## config.mk

```make
export PLATFORM = sky130hd
export DESIGN_NAME = spi_cmd_slave_flat
export DESIGN_NICKNAME = d
export VERILOG_FILES = /design/src/rtl/spi_cmd_pkg.sv /design/src/rtl/spi_cmd_slave_if.sv /design/src/rtl/spi_in_sync.sv /design/src/rtl/spi_cmd_slave.sv /design/src/flat_wrapper.sv
export SDC_FILE = /design/constraint.sdc
export NUM_CORES = 1
export LEC_CHECK = 0
export ABC_AREA = 1
export CAP_MARGIN = 20
export CORE_ASPECT_RATIO = 1.1
export CORE_MARGIN = 2
export CORE_UTILIZATION = 45
export DETAILED_ROUTE_END_ITERATION = 8
export PLACE_DENSITY_LB_ADDON = 0.1
export SKIP_LAST_GASP = 1
export SYNTH_ARGS = -nofsm -noshare
export SYNTH_HDL_FRONTEND = slang
export SYNTH_SLANG_ARGS = --single-unit
```

## constraint.sdc

```tcl
create_clock -name clk_12mhz -period 1.6 [get_ports clk_12mhz]
set_input_delay 0.16 -clock clk_12mhz [delete_from_list [all_inputs] [get_ports clk_12mhz]]
set_output_delay 0.16 -clock clk_12mhz [all_outputs]
set_load 0.02 [all_outputs]
```

## src/rtl/spi_cmd_pkg.sv

```systemverilog
// Shared definitions for the SPI command responder: frame geometry, FSM state
// encoding and the optional SCK-stall watchdog width.
package spi_cmd_pkg;

  localparam int unsigned BYTE_BITS   = 8;
  localparam int unsigned FRAME_BYTES = 3;
  localparam int unsigned CNT_W       = $clog2(BYTE_BITS);
  localparam int unsigned TMO_W       = 12;

  typedef enum logic [2:0] {
    StIdle,
    StCmd,
    StData,
    StResp,
    StDone
  } state_e;

  // States in which SCK edges move bits in or out.
  function automatic logic is_shifting(state_e s);
    return (s == StCmd) || (s == StData) || (s == StResp);
  endfunction

endpackage

```

## src/rtl/spi_cmd_slave_if.sv

```systemverilog
// Pin and register-bus bundle of the SPI command responder. The slave modport
// is the responder; the master modport is the host / control-logic side.
interface spi_cmd_slave_if;
  import spi_cmd_pkg::*;

  logic                 spi_clk;
  logic                 spi_cs;
  logic                 spi_mosi;
  logic                 spi_miso;
  logic [BYTE_BITS-1:0] cmd_addr;
  logic [BYTE_BITS-1:0] cmd_data;
  logic                 cmd_wr;
  logic [BYTE_BITS-1:0] rd_addr;
  logic [BYTE_BITS-1:0] rd_data;
  logic [BYTE_BITS-1:0] status;
  logic                 frame_err;
  logic                 busy;

  modport slave (
    input  spi_clk, spi_cs, spi_mosi, rd_data, status,
    output spi_miso, cmd_addr, cmd_data, cmd_wr, rd_addr, frame_err, busy
  );

  modport master (
    output spi_clk, spi_cs, spi_mosi, rd_data, status,
    input  spi_miso, cmd_addr, cmd_data, cmd_wr, rd_addr, frame_err, busy
  );

endinterface

```

## src/rtl/spi_in_sync.sv

```systemverilog
// Multi-flop synchroniser for an asynchronous input, with single-cycle rise
// and fall pulses derived from consecutive synchronised samples.
module spi_in_sync #(
  parameter int unsigned STAGES = 2
) (
  input  logic clk,
  input  logic reset,
  input  logic din,
  output logic level,
  output logic rise,
  output logic fall
);

  logic [STAGES-1:0] sync_q;
  logic              prev_q;

  // Shift the async input through the chain and keep the last synced sample.
  always_ff @(posedge clk) begin
    if (reset) begin
      sync_q <= '0;
      prev_q <= 1'b0;
    end else begin
      sync_q <= {sync_q[STAGES-2:0], din};
      prev_q <= sync_q[STAGES-1];
    end
  end

  assign level = sync_q[STAGES-1];
  assign rise  = level & ~prev_q;
  assign fall  = ~level & prev_q;

endmodule

```

## src/rtl/spi_cmd_slave.sv

```systemverilog
// SPI (CPOL=0, MSB first) command responder oversampled on clk_12mhz.
// Frame: command byte, data byte, response byte while CS is low. Emits a
// one-cycle register-write strobe and returns status / echo / readback on MISO.
// Optional SCK-stall watchdog enabled by defining SPI_TIMEOUT_EN.
module spi_cmd_slave
  import spi_cmd_pkg::*;
#(
  parameter int unsigned SYNC_STAGES    = 2,
  parameter int unsigned TIMEOUT_CYCLES = 4095
) (
  input logic            clk_12mhz,
  input logic            reset,
  spi_cmd_slave_if.slave bus
);

  logic sck_level, sck_rise, sck_fall;
  logic cs_level, cs_rise, cs_fall;
  logic [SYNC_STAGES-1:0] mosi_sync_q;
  logic mosi_s;

  spi_in_sync #(.STAGES(SYNC_STAGES)) u_sck_sync (
    .clk   (clk_12mhz),
    .reset (reset),
    .din   (bus.spi_clk),
    .level (sck_level),
    .rise  (sck_rise),
    .fall  (sck_fall)
  );

  spi_in_sync #(.STAGES(SYNC_STAGES)) u_cs_sync (
    .clk   (clk_12mhz),
    .reset (reset),
    .din   (bus.spi_cs),
    .level (cs_level),
    .rise  (cs_rise),
    .fall  (cs_fall)
  );

  // Plain synchroniser for MOSI; it is only sampled on synced SCK falls.
  always_ff @(posedge clk_12mhz) begin
    if (reset) mosi_sync_q <= '0;
    else       mosi_sync_q <= {mosi_sync_q[SYNC_STAGES-2:0], bus.spi_mosi};
  end
  assign mosi_s = mosi_sync_q[SYNC_STAGES-1];

  // CS level already covers frame end; SCK level is not needed.
  logic unused_sync;
  assign unused_sync = ^{sck_level, cs_rise};

  state_e               state_q, state_d;
  logic [CNT_W-1:0]     bit_cnt_q;
  logic [BYTE_BITS-1:0] rx_q, tx_q;
  logic [BYTE_BITS-1:0] cmd_addr_q, cmd_data_q, rd_addr_q;
  logic                 wr_pend_q, cmd_wr_q, frame_err_q, busy_q, miso_q;
  logic                 tmo_hit;

  logic                 byte_last, start, shift_rx, count, shift_tx;
  logic                 load_echo, set_pend, do_write, abort_err, tmo_err;
  logic [BYTE_BITS-1:0] rx_next;

`ifdef SPI_TIMEOUT_EN
  logic [TMO_W-1:0] tmo_cnt_q;

  // Watchdog counts cycles since the last synced SCK edge while shifting.
  always_ff @(posedge clk_12mhz) begin
    if (reset)                                                tmo_cnt_q <= '0;
    else if (!is_shifting(state_q) || sck_rise || sck_fall)   tmo_cnt_q <= '0;
    else if (!tmo_hit)                                        tmo_cnt_q <= tmo_cnt_q + 1'b1;
  end
  assign tmo_hit = is_shifting(state_q) && (tmo_cnt_q >= TMO_W'(TIMEOUT_CYCLES));
`else
  assign tmo_hit = 1'b0;
  // Timeout length has no effect without the watchdog.
  logic unused_tmo_cfg;
  assign unused_tmo_cfg = ^TIMEOUT_CYCLES;
`endif

  // State register.
  always_ff @(posedge clk_12mhz) begin
    if (reset) state_q <= StIdle;
    else       state_q <= state_d;
  end

  // Next-state logic; CS high always wins over SCK activity and timeout.
  always_comb begin
    state_d = state_q;
    unique case (state_q)
      StIdle: if (cs_fall) state_d = StCmd;
      StCmd: begin
        if (cs_level)       state_d = StIdle;
        else if (tmo_hit)   state_d = StDone;
        else if (load_echo) state_d = StData;
      end
      StData: begin
        if (cs_level)      state_d = StIdle;
        else if (tmo_hit)  state_d = StDone;
        else if (do_write) state_d = StResp;
      end
      StResp: begin
        if (cs_level)                state_d = StIdle;
        else if (tmo_hit)            state_d = StDone;
        else if (count && byte_last) state_d = StDone;
      end
      StDone: if (cs_level) state_d = StIdle;
      default: state_d = StIdle;
    endcase
  end

  // Datapath control strobes decoded from state and synced pin events.
  always_comb begin
    byte_last = (bit_cnt_q == CNT_W'(BYTE_BITS - 1));
    rx_next   = {rx_q[BYTE_BITS-2:0], mosi_s};
    start     = (state_q == StIdle) && cs_fall;
    shift_rx  = sck_fall && !cs_level && !tmo_hit && !wr_pend_q &&
                ((state_q == StCmd) || (state_q == StData));
    count     = shift_rx || (sck_fall && !cs_level && !tmo_hit && (state_q == StResp));
    shift_tx  = sck_rise && !cs_level && !tmo_hit && is_shifting(state_q);
    load_echo = shift_rx && (state_q == StCmd) && byte_last;
    set_pend  = shift_rx && (state_q == StData) && byte_last;
    do_write  = wr_pend_q && (state_q == StData) && !cs_level && !tmo_hit;
    abort_err = cs_level && (((state_q == StCmd) && (bit_cnt_q != '0)) || (state_q == StData));
    tmo_err   = tmo_hit && !cs_level;
  end

  // Shift registers, command registers and output pulses.
  always_ff @(posedge clk_12mhz) begin
    if (reset) begin
      bit_cnt_q   <= '0;
      rx_q        <= '0;
      tx_q        <= '0;
      cmd_addr_q  <= '0;
      cmd_data_q  <= '0;
      rd_addr_q   <= '0;
      wr_pend_q   <= 1'b0;
      cmd_wr_q    <= 1'b0;
      frame_err_q <= 1'b0;
      busy_q      <= 1'b0;
      miso_q      <= 1'b0;
    end else begin
      busy_q      <= (state_d != StIdle);
      cmd_wr_q    <= do_write;
      frame_err_q <= abort_err || tmo_err;
      wr_pend_q   <= set_pend;

      if (start || (state_d == StIdle)) bit_cnt_q <= '0;
      else if (count)                   bit_cnt_q <= bit_cnt_q + 1'b1;

      if (shift_rx)  rx_q      <= rx_next;
      if (load_echo) rd_addr_q <= rx_next;
      if (do_write) begin
        cmd_addr_q <= rd_addr_q;
        cmd_data_q <= rx_q;
      end

      if (start)          tx_q <= bus.status;
      else if (load_echo) tx_q <= rx_next;
      else if (do_write)  tx_q <= bus.rd_data;
      else if (shift_tx)  tx_q <= {tx_q[BYTE_BITS-2:0], 1'b0};

      if ((state_d == StIdle) || (state_d == StDone)) miso_q <= 1'b0;
      else if (shift_tx)                              miso_q <= tx_q[BYTE_BITS-1];
    end
  end

  assign bus.spi_miso  = miso_q;
  assign bus.cmd_addr  = cmd_addr_q;
  assign bus.cmd_data  = cmd_data_q;
  assign bus.cmd_wr    = cmd_wr_q;
  assign bus.rd_addr   = rd_addr_q;
  assign bus.frame_err = frame_err_q;
  assign bus.busy      = busy_q;

endmodule

```

## src/flat_wrapper.sv

```systemverilog
// flat-port wrapper written by rule: the top's interface ports become plain ports
module spi_cmd_slave_flat import spi_cmd_pkg::*;
#(
  parameter int unsigned SYNC_STAGES    = 2,
  parameter int unsigned TIMEOUT_CYCLES = 4095
)
  (clk_12mhz, reset, bus_spi_clk, bus_spi_cs, bus_spi_mosi, bus_rd_data, bus_status, bus_spi_miso, bus_cmd_addr, bus_cmd_data, bus_cmd_wr, bus_rd_addr, bus_frame_err, bus_busy);
  spi_cmd_slave_if bus_i ();
  input logic clk_12mhz;
  input logic reset;
  input wire logic [$bits(bus_i.spi_clk)-1:0] bus_spi_clk;
  input wire logic [$bits(bus_i.spi_cs)-1:0] bus_spi_cs;
  input wire logic [$bits(bus_i.spi_mosi)-1:0] bus_spi_mosi;
  input wire logic [$bits(bus_i.rd_data)-1:0] bus_rd_data;
  input wire logic [$bits(bus_i.status)-1:0] bus_status;
  output wire logic [$bits(bus_i.spi_miso)-1:0] bus_spi_miso;
  output wire logic [$bits(bus_i.cmd_addr)-1:0] bus_cmd_addr;
  output wire logic [$bits(bus_i.cmd_data)-1:0] bus_cmd_data;
  output wire logic [$bits(bus_i.cmd_wr)-1:0] bus_cmd_wr;
  output wire logic [$bits(bus_i.rd_addr)-1:0] bus_rd_addr;
  output wire logic [$bits(bus_i.frame_err)-1:0] bus_frame_err;
  output wire logic [$bits(bus_i.busy)-1:0] bus_busy;
  assign bus_i.spi_clk = bus_spi_clk;
  assign bus_i.spi_cs = bus_spi_cs;
  assign bus_i.spi_mosi = bus_spi_mosi;
  assign bus_i.rd_data = bus_rd_data;
  assign bus_i.status = bus_status;
  assign bus_spi_miso = bus_i.spi_miso;
  assign bus_cmd_addr = bus_i.cmd_addr;
  assign bus_cmd_data = bus_i.cmd_data;
  assign bus_cmd_wr = bus_i.cmd_wr;
  assign bus_rd_addr = bus_i.rd_addr;
  assign bus_frame_err = bus_i.frame_err;
  assign bus_busy = bus_i.busy;
  spi_cmd_slave #(.SYNC_STAGES(SYNC_STAGES), .TIMEOUT_CYCLES(TIMEOUT_CYCLES)) u_core (.clk_12mhz(clk_12mhz), .reset(reset), .bus(bus_i));
endmodule
```

======== Word level (Yosys, flattened, before mapping) ========
Cells that the tools add are included.
cells by class
  $add $sub $neg .......................... 1
  $mul .................................... 0
  divide/modulo/power cells ............... 0
  $lt $le $gt $ge ......................... 0
  equality and inequality tests ........... 6
  shift-type cells ........................ 0
  muxes and demuxes ....................... 13
  bitwise gates (word level) .............. 6
  reductions and logical operators ........ 31
operator list
  cell                                                              count
  8-bit 2-to-1 mux                                                  4
  3-bit 2-to-1 mux                                                  8
  1-bit logical AND                                                 16
  3-bit one-hot mux with 5 select lines                             1
  3-bit == test (second input constant)                             3
  3-bit by 2-bit == test with 1-bit output (second input constant)  2
  3-bit logical NOT                                                 2
  1-bit logical OR                                                  6
  3-bit nonzero test                                                2
  4-bit nonzero test                                                1
  2-bit OR reduction                                                2
  3-bit by 1-bit adder with 3-bit output (second input constant)    1
  1-bit AND                                                         3
  3-bit by 1-bit == test with 1-bit output (second input constant)  1
  1-bit NOT                                                         3
  1-bit logical NOT                                                 2
storage, ports and cells
  register bits after elaboration ......... 59
  bits in latches ......................... 0
  bits in writable memories ............... 0
  bits in read-only memories .............. 0
  input port bits ......................... 21
  output and inout bits ................... 28
  logic and storage cells ................. 74
  memories ................................ 0

======== Longest topological paths before layout ========
Gate-level depths: netlist (run 1).
  word-level depth ........................ 13
  mapped depth ............................ 12
  gate-level depth less buffers ........... 12

======== Hierarchy ========
From an unflattened synthesis (run 1), not the netlist that was laid out.
second synthesis, totals
  cell total of the unflattened synthesis .. 327
  area, all modules ....................... 2492.4 um2
modules (own cells, without submodules)
  module         times used  cells an instance  area an instance (um2)  seq. area each (um2)
  spi_cmd_slave  1           303                2304.7                  1061.0
  spi_in_sync    2           12                 93.8                    60.1

======== Worst setup path before layout (run 1) ========
Ideal clock, no wire load.
  path kind ............................... register to register
  from .................................... register u_core.bit_cnt_q[0]
  to ...................................... register u_core.bit_cnt_q[0]
  library setup time ...................... 0.111 ns
  data arrival time ....................... 1.559 ns
  data required time ...................... 1.489 ns
  path slack .............................. -0.070 ns
  cell stages (with the launch flop) ...... 13
  path buffers ............................ 1
  clock period less this slack ............ 1.670 ns
  path through ............................ dfxtp_1 ha_1 ha_1 nand4_1 nor2_2 buf_4 nor2_1 nor2_1 nand3_1 nand2_1 nand2_2 nand2_2 nor2_1
between the ends
  word-level cells in the longest chain between the ends .. 8
  elaborated cells on any way between the ends .. 12
  classes of those cells .................. add/sub (1); eq/ne (1); mux (5); reduce/logical (5)
RTL lines
  element                                      line                                        RTL
  start, declared                              spi_cmd_slave.sv:51                         logic [CNT_W-1:0] bit_cnt_q;
  start signal, assigned                       spi_cmd_slave.sv:146                        else if (count) bit_cnt_q <= bit_cnt_q + 1'b1;
  3-bit == test                                spi_cmd_slave.sv:111                        byte_last = (bit_cnt_q == CNT_W'(BYTE_BITS - 1));
  1-bit logical AND, on equally long branches  spi_cmd_slave.sv:102, spi_cmd_slave.sv:118
  3-bit 2-to-1 mux, on equally long branches   spi_cmd_slave.sv:102, spi_cmd_slave.sv:92
  3-bit 2-to-1 mux, on equally long branches   spi_cmd_slave.sv:100, spi_cmd_slave.sv:90
  3-bit one-hot mux with 5 select lines        spi_cmd_slave.sv:87                         unique case (state_q)
  3-bit logical NOT                            spi_cmd_slave.sv:145                        if (start || (state_d == StIdle)) bit_cnt_q <= '0;
  1-bit logical OR                             spi_cmd_slave.sv:145
  2-bit OR reduction (no source line)          --
Several ways; a longest one is shown, not always the timed one.
A chain may end at the register's enable or synchronous reset.

======== Worst setup path in the final report (run 1) ========
  from .................................... register u_core.state_q[2]
  to ...................................... register u_core.tx_q[7]
between the ends
  word-level cells in the longest chain between the ends .. 7
  elaborated cells on any way between the ends .. 17
  classes of those cells .................. eq/ne (3); mux (3); reduce/logical (11)
RTL lines
  element                                                                                                      line                                     RTL
  start, declared                                                                                              spi_cmd_slave.sv:50                      state_e state_q, state_d;
  start signal, assigned                                                                                       spi_cmd_slave.sv:80                      if (reset) state_q <= StIdle;
  start signal, assigned                                                                                       spi_cmd_slave.sv:81                      else state_q <= state_d;
  3-bit by 1-bit == test with 1-bit output / 3-bit by 2-bit == test with 1-bit output (equally long branches)  --
  1-bit logical OR                                                                                             spi_cmd_pkg.sv:20, spi_cmd_slave.sv:115
  1-bit logical AND                                                                                            spi_cmd_slave.sv:114                     shift_rx = sck_fall && !cs_level && !tmo_hit && !wr_pend_q &&
  1-bit logical AND (2 in a row)                                                                               spi_cmd_slave.sv:118                     load_echo = shift_rx && (state_q == StCmd) && byte_last;
  8-bit 2-to-1 mux                                                                                             spi_cmd_slave.sv:156                     else if (load_echo) tx_q <= rx_next;
  8-bit 2-to-1 mux                                                                                             spi_cmd_slave.sv:155                     if (start) tx_q <= bus.status;
  end signal, assigned                                                                                         spi_cmd_slave.sv:155
  end signal, assigned                                                                                         spi_cmd_slave.sv:156
  end signal, assigned                                                                                         spi_cmd_slave.sv:157                     else if (do_write) tx_q <= bus.rd_data;
  end, declared                                                                                                spi_cmd_slave.sv:52                      logic [BYTE_BITS-1:0] rx_q, tx_q;
Several ways; a longest one is shown, not always the timed one.

==> flow_summary.toml, run 1 <==
[run_status]
status = "finished, violations left"
violations = "negative setup slack"

[floorplan]
ios = 49
die_area_um2 = 5860
die_h_um = 80.1
start_util_pct = 47.0
die_x_um = 73.2
std_cell_rows = 27
coreArea_um2 = 5030

[placed_design]
place_inst = 421
placed_area_um2 = 2990
port_buffers = 48
finalWeightedCongestion = 0.917
hpwl_mm = 4.04

[timing]
tns_ns = -0.0507
worst_pin_slew_ns = 0.327
max_freq_ghz = 0.606
min_period_over_period_pct = 103
worst_slack_ns = -0.0507
finClkSkew_ns = 0.00422
timing.hold.ws_ns = 0.334
fin_crit_ns = 1.65
max-slew-margin-rel_pct = 78.1
hold_viol = 0
timing.final.max_slew_violations = 0
setup_viol = 1
rsz0062_at_grt = "true"

[power]
p_total_w = 0.00316
power_switching_w = 0.000685
power.leakage_nw = 1.42
power_density_nw_per_um2 = 925
p_int_w = 0.00248
clockPowerShare_pct = 48.2
p_sw_share_pct = 21.7
comb_power_share_pct = 4.6
vdd_ir_drop_max_mv = 0.521
seqPwrFrac_pct = 47.2

[clocking]
cts_tree = "built"
clock-sinks = 59
clkTransAtPathRegs_ns = 0.07
clk_latency_ns = 0.34
ctsHoldBuffers = 0
root_buffer = "clkbuf_8"
cts_made_buffers = 9
cts_buffer_depth = 2
ctsHtreeMaxLevel = 3

[worst_setup_path]
path_class = "flop to flop"
required_ns = 1.86
critPathCaptureType = "flop"
startpoint_type = "flop"
critical_path.max_fanout = 5
arrival_ns = 1.92

[final_layout]
layout.cells.non_filler = 453
syn2layout_area_growth_pct = 44.6
drive_gt1_share_pct = 20.5
fill_cells = 437
antennaDiodeCount = 0
final_area_um2 = 3420
fin_nets = 414

[global_route]
grt_pass1_wl_mm = 9.67
grt_pass1_vias = 2057
groute.usage.overall_pct = 21.6
grt_overflow = 0
grt_max_degree = 25
antenna_found_initial = 0

[synthesis]
async_reset_ff_share_pct = 0
synth.most_common_cell = "nor2_1"
syn_inst = 311
yosys-top-cells-area = "dfxtp_1, nor2_1, nand2_1"
ys_ff_latch = 59
synth_top_cell_by_area = "dfxtp_1"
syn_area_um2 = 2370
synth_top_area_share_pct = 49.9
ys_top_cells_by_count = "nor2_1, dfxtp_1, nand2_1"
yosys.cell_types.count = 28
yosys_warnings = 0
avgSynthCellArea_um2 = 7.61
seq_area_frac_synth_pct = 49.9
synth_edf_count = 0
syn_nets = 335
ys.flop_type = "dfxtp_1"

[route]
vias = 2323
routedWlPerCell_um = 13.6
drtIter0Drc = 130
viasPerCell = 5.13
ant_nets = 0
dr.pass1.iters = 4
drc = 0
wl_mm = 6.18

[hold_path]
hp-class = "primary input to flop"

[flow_run]
maxCapViolations = 0
==> layout by cell type (no fill, tap or decap), drive strengths merged <==
master,netlist,final
dfxtp,59,59
xor2,1,1
clkbuf,6,10
nor3,1,1
clkinv,1,3
nand4,3,3
nand2,53,53
a21boi,1,1
a31oi,10,10
o21ai,34,34
clkdlybuf4s50,0,48
o21bai,1,1
nand3,10,10
clkinvlp,0,2
ha,3,3
nor2,77,77
a22oi,1,1
buf,4,30
a21oi,19,19
inv,27,27
bufinv,0,2
==> layer usage <==
metal | share of wire (%) | routed length (µm) | track usage [%]
met1 | 46 | 2820 | 29.2
met3 | 5.9 | 362 | 3.89
met2 | 46 | 2870 | 32.3
met5 | 0 | 0 | 0
met4 | 2.2 | 136 | 11.7
==> kinds of logic after synthesis <==
group,share of synthesized area [%]
buf+inv,6.55
flops,49.9
fa+ha+maj,1.59
xor+xnor,0.370
simple gates,26.8
compound gates,14.8
==> worst paths after layout <==
kind / startpoint / end / slack [ns] / depth (start not counted)
worst max register to register: u_core.state_q[2] / u_core.tx_q[7] / -0.05 / 8
worst min-delay path: bus_spi_mosi / u_core.mosi_sync_q[0] / 0.33 / 3
worst max-delay path: u_core.state_q[2] / u_core.tx_q[7] / -0.05 / 8
worst min register to register: u_core.u_cs_sync.sync_q[0] / u_core.u_cs_sync.sync_q[1] / 0.40 / 2
==> critical path, cell delays in order (launching register included) <==
cell and delay, ns:
dfxtp_2 0.34, inv_4 0.08, nand3_4 0.10, nor3_4 0.33, buf_2 0.25, nand2_1 0.08, a21oi_1 0.22, nor2_2 0.05
a31oi_1 0.12
==> final cells by class <==
cell class              instances  area [µm²]  share of cell area [%]
flip-flops and latches         59        1190                    34.8
clock buffers                  10         138                    4.02
clock inverters                 6        88.8                    2.60
well taps                      58        72.6                    2.12
repair buffers                 78         723                    21.1
multi-input cells             214        1090                    32.0
inverters                      28         115                    3.36
==> what timing repair did <==
action                     4_1_cts  5_1_grt
resized for setup                6       20
cloned                           0        1
setup endpoints to repair        8       14
buffers inserted                 4       11
pin swaps                        3       10
==> registers in the layout (all words and copies together) (netlist names) <==
name,count
u_core.bus.busy,1
u_core.u_sck_sync.sync_q,2
u_core.bus.cmd_wr,1
u_core.bus.cmd_data,8
u_core.u_cs_sync.sync_q,2
u_core.bit_cnt_q,3
u_core.state_q,3
u_core.u_sck_sync.prev_q,1
u_core.u_cs_sync.prev_q,1
u_core.wr_pend_q,1
u_core.rx_q,8
u_core.bus.spi_miso,1
u_core.bus.frame_err,1
u_core.bus.cmd_addr,8
u_core.mosi_sync_q,2
u_core.tx_q,8
u_core.bus.rd_addr,8
==> power by group through the flow <==
stage | sequential, W | combinational [W] | clock, W
after floorplan | 0.00153 | 0.0000609 | 0
after global placement | 0.00153 | 0.000132 | 0
after detailed placement | 0.00153 | 0.000133 | 0
after CTS | 0.00149 | 0.000138 | 0.00155
after global routing | 0.00149 | 0.000159 | 0.00161
final | 0.00149 | 0.000146 | 0.00152
==> metrics by stage <==
stage | setup WS (ns) | util [%]
floorplan | 0.0000174 | -
global placement | 0.0542 | 59.3
detailed placement | -0.0278 | 59.3
CTS | 0.00836 | 64.8
global route | -0.104 | 68.0
finish | -0.0507 | 68.0
(Power assumes the default switching activity.)
==> run 2: changes to the inputs <==
--- a/config.mk
+++ b/config.mk
@@ -11,6 +11,7 @@
 export CORE_MARGIN = 2
 export CORE_UTILIZATION = 45
 export DETAILED_ROUTE_END_ITERATION = 8
+export MAX_ROUTING_LAYER = met4
 export PLACE_DENSITY_LB_ADDON = 0.1
 export SKIP_LAST_GASP = 1
 export SYNTH_ARGS = -nofsm -noshare
==> flow_summary.toml, run 2 (synthesis results as in run 1) <==
[placed_design]
finalWeightedCongestion = 0.933
hpwl_mm = 4.04
place_inst = 421
pre_cts_slack_ns = -0.0278
port_buffers = 48

[clocking]
clock-sinks = 59
cts_made_buffers = 9
ctsHoldBuffers = 0
cts_buffer_depth = 2
clkTransAtPathRegs_ns = 0.07
ctsHtreeMaxLevel = 3
clk_latency_ns = 0.34
cts_tree = "built"
root_buffer = "clkbuf_8"

[run_status]
status = "finished clean"

[power]
p_total_w = 0.00317
vdd_ir_drop_max_mv = 0.524
power_density_nw_per_um2 = 918
power.leakage_nw = 1.43

[final_layout]
fill_cells = 433
antennaDiodeCount = 0
final_util_pct = 68.6
layout.cells.non_filler = 455
syn2layout_area_growth_pct = 45.9
final_cell_mix = "nor2_1, dfxtp_1, clkdlybuf4s50_1"
fin_nets = 416
drive_gt1_share_pct = 21.4
final_common_cell = "nor2_1"

[timing]
fin_crit_ns = 1.56
setup_viol = 0
timing.final.max_slew_violations = 0
min_period_over_period_pct = 97.3
hold_viol = 0
finClkSkew_ns = 0.00661
max_freq_ghz = 0.642
worst_pin_slew_ns = 0.258
max-slew-margin-rel_pct = 82.8
rsz0062_at_grt = "true"
worst_slack_ns = 0.0434

[floorplan]
std_cell_rows = 27
coreArea_um2 = 5030
die_x_um = 73.2
start_util_pct = 47.0
die_h_um = 80.1
die_area_um2 = 5860
ios = 49

[route]
viasPerCell = 5.15
routedWlPerCell_um = 13.9
dr.pass1.iters = 4
wl_mm = 6.32
drc = 0
drtIter0Drc = 146
ant_nets = 0
vias = 2345

[hold_path]
hp-start = "bus_spi_mosi"
hp-class = "primary input to flop"

[worst_setup_path]
rr_startpoint = "u_core.bit_cnt_q[1]"
path_class = "flop to flop"
critPathCaptureType = "flop"
required_ns = 1.83
crit_path_start = "u_core.bit_cnt_q[1]"
startpoint_type = "flop"
arrival_ns = 1.78
critical_path.max_fanout = 5

[global_route]
grt_max_degree = 25
grt_overflow = 0
grt_pass1_vias = 2054
grt_pass1_wl_mm = 9.67
groute.usage.overall_pct = 22.1
antenna_found_initial = 0

[flow_run]
maxCapViolations = 0
## run 2: cell types whose count changed in the layout (fill, tap and decap cells not counted), sizes merged
cell  before  now
buf       30   32
## run 2: report_power, final
part	internal (W)	switching [W]	leakage, nW	total, W
combinational	0.0000791	0.0000707	0.843	0.000150
clock	0.000918	0.000609	0.108	0.00153
sequential	0.00148	0.0000107	0.480	0.00149
total	0.00248	0.000690	1.43	0.00317
## run 2: final cells by class
type | instances | area (µm²) | share of cell area, %
clock buffers | 10 | 138 | 3.99
clock inverters | 6 | 88.8 | 2.57
inverters | 28 | 115 | 3.33
multi-input cells | 214 | 1100 | 32.0
flip-flops and latches | 59 | 1190 | 34.5
well taps | 58 | 72.6 | 2.10
repair buffers | 80 | 744 | 21.6
## run 2: worst max-delay path, cell delays in order, from the launching register on
cell and delay [ns]:
dfxtp_2 0.35, ha_4 0.14, ha_4 0.12, nand4_1 0.12, nor2_4 0.15, inv_2 0.07
nand2_4 0.08, nor2_4 0.06, buf_4 0.13, nor2_1 0.12, a31oi_1 0.09
## run 2: path summary, 6_finish.rpt
| path | endpoint | slack [ns] | depth (start not counted) |
|---|---|---|---|
| hold reg to reg | u_core.u_cs_sync.sync_q[1] | 0.40 | 2 |
| setup reg to reg | u_core.tx_q[2] | 0.04 | 10 |
| setup / recovery | u_core.tx_q[2] | 0.04 | 10 |
| hold / removal | u_core.mosi_sync_q[0] | 0.33 | 3 |
## run 2: what timing repair did
item,4_1_cts,5_1_grt
endpoints found under the setup margin,8,14
resized for setup,6,25
pin swaps,3,11
gates cloned,0,1
buffers inserted,4,13
## run 2: metal layers
layer  vias up  global-route usage, %  share of wire, %
met5         -                      -                 0
met4         0                   11.7               2.1
met3        12                   3.51               5.5
met2        81                   32.3                47
met1      1091                   29.5                45
li1       1161                      -                 -
## run 2: per-stage QoR
step / hold WS [ns] / TNS (ns) / area, µm²
3_5_place_dp: 0.396 / -0.0575 / 2990
3_3_place_gp: 0.389 / 0 / 2990
6_report: 0.332 / 0 / 3450
5_1_grt: 0.351 / -0.271 / 3450
4_1_cts: 0.322 / 0 / 3260
2_1_floorplan: 0.267 / 0 / 2380
